--- config.mk ---
export PLATFORM = sky130hd
export DESIGN_NAME = mem_access
export DESIGN_NICKNAME = d
export VERILOG_FILES = /design/src/rtl/mem_access.sv
export SDC_FILE = /design/constraint.sdc
export NUM_CORES = 1
export LEC_CHECK = 0
export ABC_AREA = 1
export CAP_MARGIN = 5
export CORE_MARGIN = 2
export CORE_UTILIZATION = 30
export DETAILED_ROUTE_END_ITERATION = 6
export GPL_TIMING_DRIVEN = 1
export PLACE_DENSITY = 0.6
export REMOVE_ABC_BUFFERS = 1
export SLEW_MARGIN = 10
export SYNTH_ARGS = -nofsm -noshare
export SYNTH_HDL_FRONTEND = slang
export SYNTH_SLANG_ARGS = --single-unit
export TNS_END_PERCENT = 30
--- constraint.sdc ---
create_clock -name clk -period 4.64 [get_ports clk]
set_input_delay 1.392 -clock clk [delete_from_list [all_inputs] [get_ports clk]]
set_output_delay 1.392 -clock clk [all_outputs]
set_load 0.01 [all_outputs]
--- src/rtl/mem_access.sv ---
// mem_access: load/store stage over a req/gnt/rvalid data port, plus the MEM/WB output register.
module mem_access (
    input  logic        clk,
    input  logic        reset,
    input  logic        flush,
    input  logic        stall,
    input  logic        valid_in,
    input  logic [31:0] exec_data_in,
    input  logic [31:0] store_data_in,
    input  logic [31:0] next_pc_in,
    input  logic [2:0]  funct3_in,
    input  logic        mem_read_in,
    input  logic        mem_write_in,
    input  logic [1:0]  res_src_in,
    input  logic [4:0]  rd_in,
    input  logic        reg_write_in,
    output logic        dmem_req,
    output logic        dmem_we,
    output logic [31:0] dmem_addr,
    output logic [31:0] dmem_wdata,
    output logic [3:0]  dmem_wstrb,
    input  logic        dmem_gnt,
    input  logic        dmem_rvalid,
    input  logic [31:0] dmem_rdata,
    output logic        stall_out,
    output logic        valid_out,
    output logic [31:0] exec_data_out,
    output logic [31:0] mem_data_out,
    output logic [31:0] next_pc_out,
    output logic [1:0]  res_src_out,
    output logic [4:0]  rd_out,
    output logic        reg_write_out,
    output logic        misalign_out
);
    typedef enum logic [1:0] {IDLE, REQ, WAIT, DONE} state_t;
    state_t      state;
    logic [31:0] l_addr, l_wdata, l_data, l_next_pc;
    logic [3:0]  l_wstrb;
    logic [2:0]  l_funct3;
    logic [1:0]  l_res_src;
    logic [4:0]  l_rd;
    logic        l_we, l_reg_write, l_bad;
    logic        is_mem, legal, aligned, bad, accept, go, take;
    logic [31:0] wdata, load_data;
    logic [3:0]  wstrb;
    logic [7:0]  lb;
    logic [15:0] lh;
    always_comb begin
        is_mem = mem_read_in | mem_write_in;
        legal = mem_write_in ? funct3_in < 3'd3 : funct3_in != 3'b011 && funct3_in[2:1] != 2'b11;
        aligned = funct3_in[1] ? exec_data_in[1:0] == 2'b00 : funct3_in[0] ? !exec_data_in[0] : 1'b1;
        bad = is_mem & !(legal & aligned);
        accept = valid_in & !flush;
        go = accept & is_mem & !bad;
        take = (state == IDLE || state == DONE) && !stall;
        wdata = funct3_in[1] ? store_data_in : funct3_in[0] ? {2{store_data_in[15:0]}} : {4{store_data_in[7:0]}};
        wstrb = !mem_write_in ? 4'b0000 : funct3_in[1] ? 4'b1111 : (funct3_in[0] ? 4'b0011 : 4'b0001) << exec_data_in[1:0];
        lb = dmem_rdata[{l_addr[1:0], 3'b000} +: 8];
        lh = dmem_rdata[{l_addr[1], 4'b0000} +: 16];
        load_data = l_funct3[1] ? dmem_rdata : l_funct3[0] ? {{16{~l_funct3[2] & lh[15]}}, lh} : {{24{~l_funct3[2] & lb[7]}}, lb};
    end
    assign stall_out  = stall | state == REQ | state == WAIT | ((state == IDLE || state == DONE) & go);
    assign dmem_req   = state == REQ;
    assign dmem_we    = l_we;
    assign dmem_addr  = {l_addr[31:2], 2'b00};
    assign dmem_wdata = l_wdata;
    assign dmem_wstrb = l_wstrb;
    // Bus handshakes advance REQ/WAIT even under stall so a grant or response is never lost.
    always_ff @(posedge clk or negedge reset) begin
        if (!reset) begin
            state <= IDLE;
            {l_addr, l_wdata, l_data, l_next_pc, l_wstrb, l_funct3, l_res_src, l_rd, l_we, l_reg_write, l_bad} <= '0;
            {valid_out, exec_data_out, mem_data_out, next_pc_out, res_src_out, rd_out, reg_write_out, misalign_out} <= '0;
        end else begin
            if (take) begin
                l_addr <= exec_data_in;
                l_wdata <= wdata;
                l_wstrb <= wstrb;
                l_funct3 <= funct3_in;
                l_next_pc <= next_pc_in;
                l_res_src <= res_src_in;
                l_rd <= rd_in;
                l_we <= mem_write_in;
                l_reg_write <= reg_write_in;
                l_bad <= bad;
                l_data <= '0;
            end
            case (state)
                IDLE: if (!stall) begin
                    valid_out <= accept & !go;
                    reg_write_out <= accept & !go & !bad & reg_write_in;
                    misalign_out <= accept & bad;
                    exec_data_out <= exec_data_in;
                    next_pc_out <= next_pc_in;
                    res_src_out <= res_src_in;
                    rd_out <= rd_in;
                    mem_data_out <= '0;
                    state <= go ? REQ : IDLE;
                end
                REQ: begin
                    if (!stall) {valid_out, reg_write_out, misalign_out} <= '0;
                    if (dmem_gnt) state <= l_we ? DONE : WAIT;
                end
                WAIT: begin
                    if (!stall) {valid_out, reg_write_out, misalign_out} <= '0;
                    if (dmem_rvalid) begin
                        l_data <= load_data;
                        state <= DONE;
                    end
                end
                DONE: if (!stall) begin
                    valid_out <= 1'b1;
                    reg_write_out <= l_reg_write & !l_bad;
                    misalign_out <= l_bad;
                    exec_data_out <= l_addr;
                    next_pc_out <= l_next_pc;
                    res_src_out <= l_res_src;
                    rd_out <= l_rd;
                    mem_data_out <= l_data;
                    // A non-memory op arriving here is parked in the latch and retired next cycle.
                    state <= go ? REQ : accept ? DONE : IDLE;
                end
            endcase
        end
    end
endmodule
==> reports/metrics.yaml, run 1 <==
wl_met2_um: 16200
tightest_slew_ns: 1.04
cts.hold.buffers_added: 0
timing.rr.start: "state[0]"
startpoint_type: "input port"
worst_hold_slack_ns: 0.469
clk_latency_ns: 0.54
cts_tree: "done"
final_nets: 1796
dieArea_mm2: 0.0399
overflow: 0
start_util_pct: 30.5
p_sw_mw: 3.73
vias_per_cell: 4.69
io_pins: 325
cp.arrival_ns: 3.09
clkPwrFrac_pct: 22.0
rsz0062_at_grt: "no"
fin_worst_skew_ns: 0.00677
hold_viol: 0
route.met3.wl_um: 2750
hp-class: "flip-flop to flip-flop"
met1Wirelength_um: 15700
ys_warn_count: 0
finish.instance_area_mm2: 0.0158
dp_hpwl_um: 23700
die_w_um: 200
synth.distinct_cells: 32
swShare_pct: 37.0
synth_seq_cells: 253
globalRouteTotalUtil_pct: 17.7
regToRegEndpoint: "misalign_out"
port_buffers: 322
worst_ep_required_time_ns: 3.25
clock.fmax_mhz: 223
fin_cells: 2175
cts_buffers: 28
drt_iter0_drc: 535
cts_root_buf: "clkbuf_16"
power.internal_mw: 6.35
power.share.combinational_pct: 41.1
die_h_um: 200
synth_area_per_cell_um2: 8.25
routedWlPerCell_um: 16.5
top_layer: "met5"
relSlewSlack_pct: 30.4
setup_viol: 0
critPathKind: "input port to primary output"
htreeDepth: 1
synthCells: 1394
clk_pin_slew_worst_paths_ns: 0.06
powerDensity_mw_per_mm2: 637
slew_violations: 0
wirelength_um: 35900
post-cts-setup-buffer-count: 0
antenna_left: 0
final.min_clock_period_ns: 4.48
yosysSeqAreaShare_pct: 55.1
core_area_mm2: 0.0377
drcViolationCount: 0
synthesis.area_mm2: 0.0115
cellLeakagePower_nw: 7.40
path_max_fanout: 4
dp_cells: 2125
clock_path_buffers: 3
hold_depth: 2
outcome: "finished clean"
grt_pass1_wl_um: 56400
reg2reg_slack_ns: 2.04
cts_resized: 0
ir_worst_vdd_mv: 0.217
power_frac_seq_pct: 36.9
finalCritPeriodShare_pct: 96.7
grt_max_degree: 109
whs_endpoint: "dmem_wdata[7]"
antenna_found_initial: 3
via_count: 10200
maxCapViolCount: 0
area_growth_pct: 37.6
drive_above_1_share_pct: 5.11
setup.worst_path.end_class: "primary output"
first_pass_iters: 5
hold_start: "dmem_wdata[7]"
rows: 71
ff2ff_path_depth: 8
grt_pass1_vias: 10100
cts.sinks: 253
place.gp.congestion: 0.811
place_area_mm2: 0.0149
## final cells by class
type,count,area [um^2]
tap,511,639
clock buffer,40,847
antenna,1,2.50
inverter,50,193
fill,3802,21900
timing repair buffer,340,3430
clock inverter,9,70.1
multi-input combinational,971,4310
sequential,253,6330
## state kept, by name (all words and copies together), names as in the netlist
signal	flops
l_res_src	2
next_pc_out	32
rd_out	5
l_reg_write	1
l_next_pc	32
l_data	32
l_rd	5
l_bad	1
dmem_wdata	32
exec_data_out	32
dmem_we	1
res_src_out	2
valid_out	1
misalign_out	1
dmem_wstrb	4
l_funct3	3
state	2
reg_write_out	1
l_addr	32
mem_data_out	32
## metrics by stage
stage          power [mW]  setup slack, ns  TNS, ns  util, %
2_1_floorplan        5.69            -1.34  -167.74        -
3_3_place_gp         7.87            0.187        0     39.5
3_5_place_dp         7.95            0.175        0     39.5
4_1_cts              10.2            0.151        0     42.0
5_1_grt              10.8           0.0377        0     42.0
6_report             10.1            0.155        0     42.0
## worst max-delay path, cell delays in order
cell and delay [ns]:
clkdlybuf4s50_1 0.47, nor2_1 0.18, nand2_1 0.07, nand2_1 0.07, nand3_1 0.13, o21ai_0 0.21, clkdlybuf4s50_1 0.57
## worst max path at each step
stage / startpoint / to / slack (ns) / depth (start not counted)
global route: exec_data_in[0] / stall_out / 0.04 / 7
global placement: exec_data_in[0] / stall_out / 0.19 / 7
CTS: exec_data_in[0] / stall_out / 0.15 / 7
finish: exec_data_in[0] / stall_out / 0.16 / 7
detailed placement: exec_data_in[0] / stall_out / 0.17 / 7
floorplan: stall / l_data[22] / -1.34 / 4
## cells in the mapped netlist (all sizes together)
cell	n	area share [%]
nor2	89	3.1
conb	1	0.033
buf	85	4.8
ha	4	0.44
nand2	567	19
nor3	1	0.043
nand4	1	0.054
o2111ai	7	0.53
clkbuf	36	1.2
dfrtp	253	55
or2	1	0.054
nand3	69	3.0
o211ai	16	1.0
a31oi	71	3.9
o21ai	62	2.7
a211oi	1	0.065
o22ai	1	0.054
a21oi	79	3.6
inv	50	1.7
## power groups by stage
stage | clock [mW] | combinational (mW) | sequential [mW]
finish | 2.22 | 4.14 | 3.72
global route | 2.37 | 4.61 | 3.85
CTS | 2.28 | 4.20 | 3.73
detailed placement | 0 | 4.19 | 3.76
global placement | 0 | 4.13 | 3.73
floorplan | 0 | 1.71 | 3.98
## cells by family after synthesis
| family | after synthesis | synth area share [%] |
|---|---|---|
| simple gates | 728 | 24.9 |
| flops | 253 | 55.1 |
| compound gates | 237 | 11.9 |
| buf+inv | 171 | 7.64 |
| fa+ha+maj | 4 | 0.435 |
| other cells | 1 | 0.0326 |
## layout by cell type, fill, tap and decap left out, types with 4 or more instances in the layout
master           instances
nand2_1                563
clkdlybuf4s50_1        321
dfrtp_1                253
nor2_1                  86
a21oi_1                 75
a31oi_1                 71
nand3_1                 68
o21ai_0                 60
inv_1                   44
clkbuf_16               29
o211ai_1                16
buf_4                   13
clkbuf_8                 8
clkinv_2                 8
o2111ai_1                7
buf_12                   5
inv_2                    4
a21oi_2                  4
## metal layers
layer	GRT usage, %	vias to the layer above
met5	0	-
met4	6.09	4
met3	4.40	62
met1	23.6	4848
li1	-	4984
met2	28.1	306
No activity file was read; power rests on OpenSTA's default activity.
==> inputs of run 2 (changes only) <==
Settings changed: CELL_PAD_IN_SITES_DETAIL_PLACEMENT from default to 0, CELL_PAD_IN_SITES_GLOBAL_PLACEMENT from default to 1, PLACE_DENSITY 0.6 to 0.77.
==> run 2 against run 1 <==
  * First-iteration DRC count down 7.1%
  * Wire length is 0.54% lower
  * Hold slack improved by 0.00060 ns
  * Sequential share of layout area shrank 0.25 points
  * Non-clock buffer count rose by 2
  * Register-to-register slack gained 0.03 ns
  * Die area did not move
  * Sequential power about the same
  * Combinational power barely moved
  * Flip-flop and latch count stayed put
  * Cell count increased by 0.18%
  * Critical path type unchanged
==> reports/metrics.yaml, run 2 (synthesized netlist as in run 1, its figures left out) <==
via_count: 10100
dieArea_mm2: 0.0399
hold_viol: 0
die_h_um: 200
cts_root_buf: "clkbuf_16"
final_nets: 1798
cp_slowest_cell: "clkdlybuf4s50_1"
tightest_slew_ns: 1.03
critPathKind: "input port to primary output"
first_pass_iters: 5
worst_hold_slack_ns: 0.469
drt_iter0_drc: 497
startpoint_type: "input port"
hp-class: "flip-flop to flip-flop"
diodes: 0
maxCapViolCount: 0
final.min_clock_period_ns: 4.51
post-cts-setup-buffer-count: 0
nFillCells: 3779
clock_path_buffers: 3
dp_hpwl_um: 23700
cellLeakagePower_nw: 7.45
dp_slack_ns: 0.173
seq_area_mm2: 0.00633
relSlewSlack_pct: 31.2
cp.arrival_ns: 3.12
area_growth_pct: 38.5
grt_busiest_layer: "met2"
clk_latency_ns: 0.55
core_area_mm2: 0.0377
drive_above_1_share_pct: 5.34
met2_usage_pct: 29.5
fin_util_pct: 42.3
multiInputGateArea_mm2: 0.00431
overflow: 0
slew_violations: 0
setup_slack_ns: 0.132
crit_chain: "clkdlybuf4s50_1 > nor2_1 > nand2_1 > nand2_1 > nand3_1 > o21ai_0 > clkdlybuf4s50_1"
cts.sinks: 253
clk_pin_slew_worst_paths_ns: 0.06
layout_common_cells: "nand2_1 (563), clkdlybuf4s50_1 (321), dfrtp_1 (253)"
cts_buffers: 28
grt_pass1_wl_um: 56200
routedWlPerCell_um: 16.4
cpPeakStageDelay_ns: 0.57
cts_tree: "done"
worst_ep_required_time_ns: 3.25
antenna_found_initial: 1
wirelength_um: 35700
outcome: "finished clean"
rows: 71
rsz0062_at_grt: "no"
setup-tns-final_ns: 0
fin_worst_skew_ns: 0.0104
vias_per_cell: 4.64
globalRouteTotalUtil_pct: 17.7
setup_viol: 0
port_buffers: 322
cts_resized: 0
start_util_pct: 30.5
finalCritPeriodShare_pct: 97.2
setup.worst_path.end_class: "primary output"
clock.fmax_mhz: 222
ir_worst_vdd_mv: 0.242
met1_usage_pct: 23.6
grt_max_degree: 103
powerDensity_mw_per_mm2: 644
globalRouteMet3Util_pct: 3.68
cts.hold.buffers_added: 0
die_w_um: 200
path_max_fanout: 4
htreeDepth: 1
drcViolationCount: 0
antenna_left: 0
layout_commonest_cell: "nand2_1"
place.gp.congestion: 0.824
grt_pass1_vias: 10100
io_pins: 325
[run 2: cell count changes in the layout (fill, tap and decap cells not counted), sizes merged]
cell / previous run / this run
clkinv: 8 / 6
buf: 19 / 21
diode: 1 / 0
clkbuf: 40 / 42
bufinv: 1 / 4
[run 2: power by group]
| group | internal [mW] | switching (mW) | total, mW | leakage [nW] |
|---|---|---|---|---|
| combinational | 1.89 | 2.21 | 4.11 | 3.83 |
| clock | 1.50 | 0.913 | 2.42 | 0.507 |
| sequential | 3.14 | 0.597 | 3.73 | 3.11 |
[run 2: final timing paths]
path                            cells after the start             from  slack [ns]                 to
worst max-delay path                                7  exec_data_in[0]        0.13          stall_out
worst min-delay path                                2     l_next_pc[1]        0.47       l_next_pc[1]
worst max register to register                      8         state[0]        2.07       misalign_out
worst min register to register                      2     l_next_pc[1]        0.47       l_next_pc[1]
max in group asynchronous                           2            reset        2.92   mem_data_out[14]
min in group asynchronous                           1            reset        0.87  exec_data_out[11]
[run 2: per-layer routing]
metal,wire length [um],part of all wire [%]
met4,510,1.4
met5,0,0
met1,16100,45
met3,2420,6.8
met2,16700,47
[run 2: area by class of cell]
class | instances | area share (%)
Clock inverter | 10 | 0.967
Inverter | 50 | 1.21
Tap cell | 511 | 4.02
Sequential cell | 253 | 39.8
Timing Repair Buffer | 342 | 21.5
Clock buffer | 42 | 5.43
Multi-Input combinational cell | 971 | 27.1
[run 2: metrics by stage]
| stage | instances | instance area [um^2] | power, mW |
|---|---|---|---|
| global route | 2179 | 15900 | 11.0 |
| CTS | 2179 | 15900 | 10.4 |
| detailed placement | 2127 | 14900 | 7.94 |
| global placement | 2127 | 14900 | 7.85 |
| floorplan | 1274 | 10800 | 5.69 |
| finish | 2179 | 15900 | 10.3 |
[run 2: critical path, delay by kind of cell]
kind | cells | cell delay [ns]
buf+inv | 2 | 1.05
simple gates | 4 | 0.46
compound gates | 1 | 0.22
==> inputs of run 3 (changes only) <==
Settings changed: MAX_ROUTING_LAYER from default to met4, RECOVER_POWER from default to 100.
==> run 3 against run 2 <==
  * Worst setup slack got worse by 0.0041 ns
  * Sequential power barely moved
  * The run now ends with max-capacitance violations, max-slew violations left
  * Critical path type unchanged
  * Clock power barely moved
  * Largest power group unchanged
  * Clock skew rose by 0.0014 ns
  * Combinational power fell by 6.6%
  * Register-to-register slack got worse by 0.33 ns
==> reports/metrics.yaml, run 3 (synthesized netlist as in run 1, its figures left out) <==
outcome: "complete, but fails checks"
violations: "max-capacitance violations, max-slew violations"
seq_area_mm2: 0.00633
cts_tree: "done"
ff2ff_path_depth: 6
ir_worst_vdd_mv: 0.242
layout_common_cells: "nand2_1 (564), dfrtp_1 (253), dlygate4sd3_1 (175)"
antenna_found_initial: 2
globalRouteTotalUtil_pct: 18.2
clock_path_buffers: 3
rsz0062_at_grt: "no"
start_util_pct: 30.5
relSlewSlack_pct: -49.8
cts_root_buf: "clkbuf_16"
grt_pass1_wl_um: 56300
drcViolationCount: 0
startpoint_type: "input port"
cellLeakagePower_nw: 7.58
vias_per_cell: 4.66
p_sw_mw: 3.69
die_h_um: 200
path_max_fanout: 4
path_buf_inv: 2
multiInputGateArea_mm2: 0.00430
overflow: 0
power.share.combinational_pct: 38.6
clk_latency_ns: 0.55
drt_iter0_drc: 512
layout_commonest_cell: "nand2_1"
place.gp.congestion: 0.837
finalCritPeriodShare_pct: 97.3
timing.rr.start: "state[0]"
nFillCells: 3792
routedWlPerCell_um: 16.3
hold_depth: 2
power.internal_mw: 6.28
dp_slack_ns: 0.173
whs_endpoint: "l_res_src[0]"
cpPeakStageDelay_ns: 0.57
dp_hpwl_um: 23700
crit_chain: "clkdlybuf4s50_1 > nor2_1 > nand2_1 > nand2_1 > nand3_1 > o21ai_0 > clkdlybuf4s50_1"
final.min_clock_period_ns: 4.51
swShare_pct: 37.0
cts_resized: 0
powerDensity_mw_per_mm2: 629
worst_hold_slack_ns: 0.469
crit_family: "buffers and inverters"
die_w_um: 200
grt_pass1_vias: 10100
cp_slowest_cell: "clkdlybuf4s50_1"
antenna_left: 0
post-cts-setup-buffer-count: 0
cts.sinks: 253
hold_start: "l_res_src[0]"
wirelength_um: 35600
clock.fmax_mhz: 222
maxCapViolCount: 2
regToRegEndpoint: "exec_data_out[3]"
rows: 71
fin_worst_skew_ns: 0.0118
io_pins: 325
setup_slack_ns: 0.128
finalPower_mw: 9.97
critPathKind: "input port to primary output"
setup.worst_path.end_class: "primary output"
dieArea_mm2: 0.0399
drive_above_1_share_pct: 5.04
clk_pin_slew_worst_paths_ns: 0.06
htreeDepth: 1
port_buffers: 322
via_count: 10100
area_growth_pct: 37.9
core_area_mm2: 0.0377
tightest_slew_ns: 2.25
hold_viol: 0
reg2reg_slack_ns: 1.74
cts_buffers: 28
worst_ep_required_time_ns: 3.25
clkPwrFrac_pct: 24.3
slew_violations: 124
power_frac_seq_pct: 37.2
setup_viol: 0
cts.hold.buffers_added: 0
cp.arrival_ns: 3.12
hp-class: "flip-flop to flip-flop"
first_pass_iters: 5
final_nets: 1798
grt_max_degree: 103
[run 3: cell count changes in the layout (fill, tap and decap cells not counted), moves of 3 or more]
cell and delta:
dlygate4sd3_1 +175, buf_4 -6, clkbuf_4 +3, clkbuf_2 +4
buf_12 -3, clkbuf_1 +3, clkdlybuf4s50_1 -175
[run 3: layer usage]
layer  routed length, um  global-route usage (%)
met5                   0                       -
met4                 548                    3.98
met2               16600                    29.5
met1               16200                    23.9
met3                2240                    3.36
[run 3: worst max path at each step]
stage | depth (start not counted) | to | start | slack, ns
after floorplan | 4 | l_data[22] | stall | -1.34
final | 7 | stall_out | exec_data_in[0] | 0.13
after global placement | 7 | stall_out | exec_data_in[0] | 0.19
after CTS | 7 | stall_out | exec_data_in[0] | 0.15
after detailed placement | 7 | stall_out | exec_data_in[0] | 0.17
after global routing | 7 | stall_out | exec_data_in[0] | 0.02
[run 3: layout make-up]
class	instances	share of cell area (%)
multi-input combinational	971	27.1
timing repair buffer	342	21.2
tap	511	4.03
inverter	50	1.22
clock inverter	10	0.971
clock buffer	42	5.46
sequential	253	40.0
antenna	1	0.0158
[run 3: power groups by stage]
| stage | clock network, mW | registers (mW) | logic [mW] |
|---|---|---|---|
| after detailed placement | 0 | 3.77 | 4.17 |
| after floorplan | 0 | 3.98 | 1.71 |
| after global placement | 0 | 3.74 | 4.12 |
| after global routing | 2.57 | 3.84 | 4.32 |
| final | 2.42 | 3.70 | 3.84 |
| after CTS | 2.50 | 3.74 | 4.18 |
[run 3: stage by stage]
| stage | utilization (%) | cells | area [um^2] | setup TNS (ns) |
|---|---|---|---|---|
| 2_1_floorplan | - | 1274 | 10800 | -167.74 |
| 3_3_place_gp | 39.6 | 2127 | 14900 | 0 |
| 3_5_place_dp | 39.6 | 2127 | 14900 | 0 |
| 4_1_cts | 42.3 | 2179 | 15900 | 0 |
| 5_1_grt | 42.1 | 2180 | 15800 | 0 |
| 6_report | 42.1 | 2180 | 15800 | 0 |
[run 3: tightest hold or removal path: cells and delay by family (launching register included)]
kind / cells / cell delay (ns)
and+or+nand+nor: 2 / 0.10
DFF: 1 / 0.34
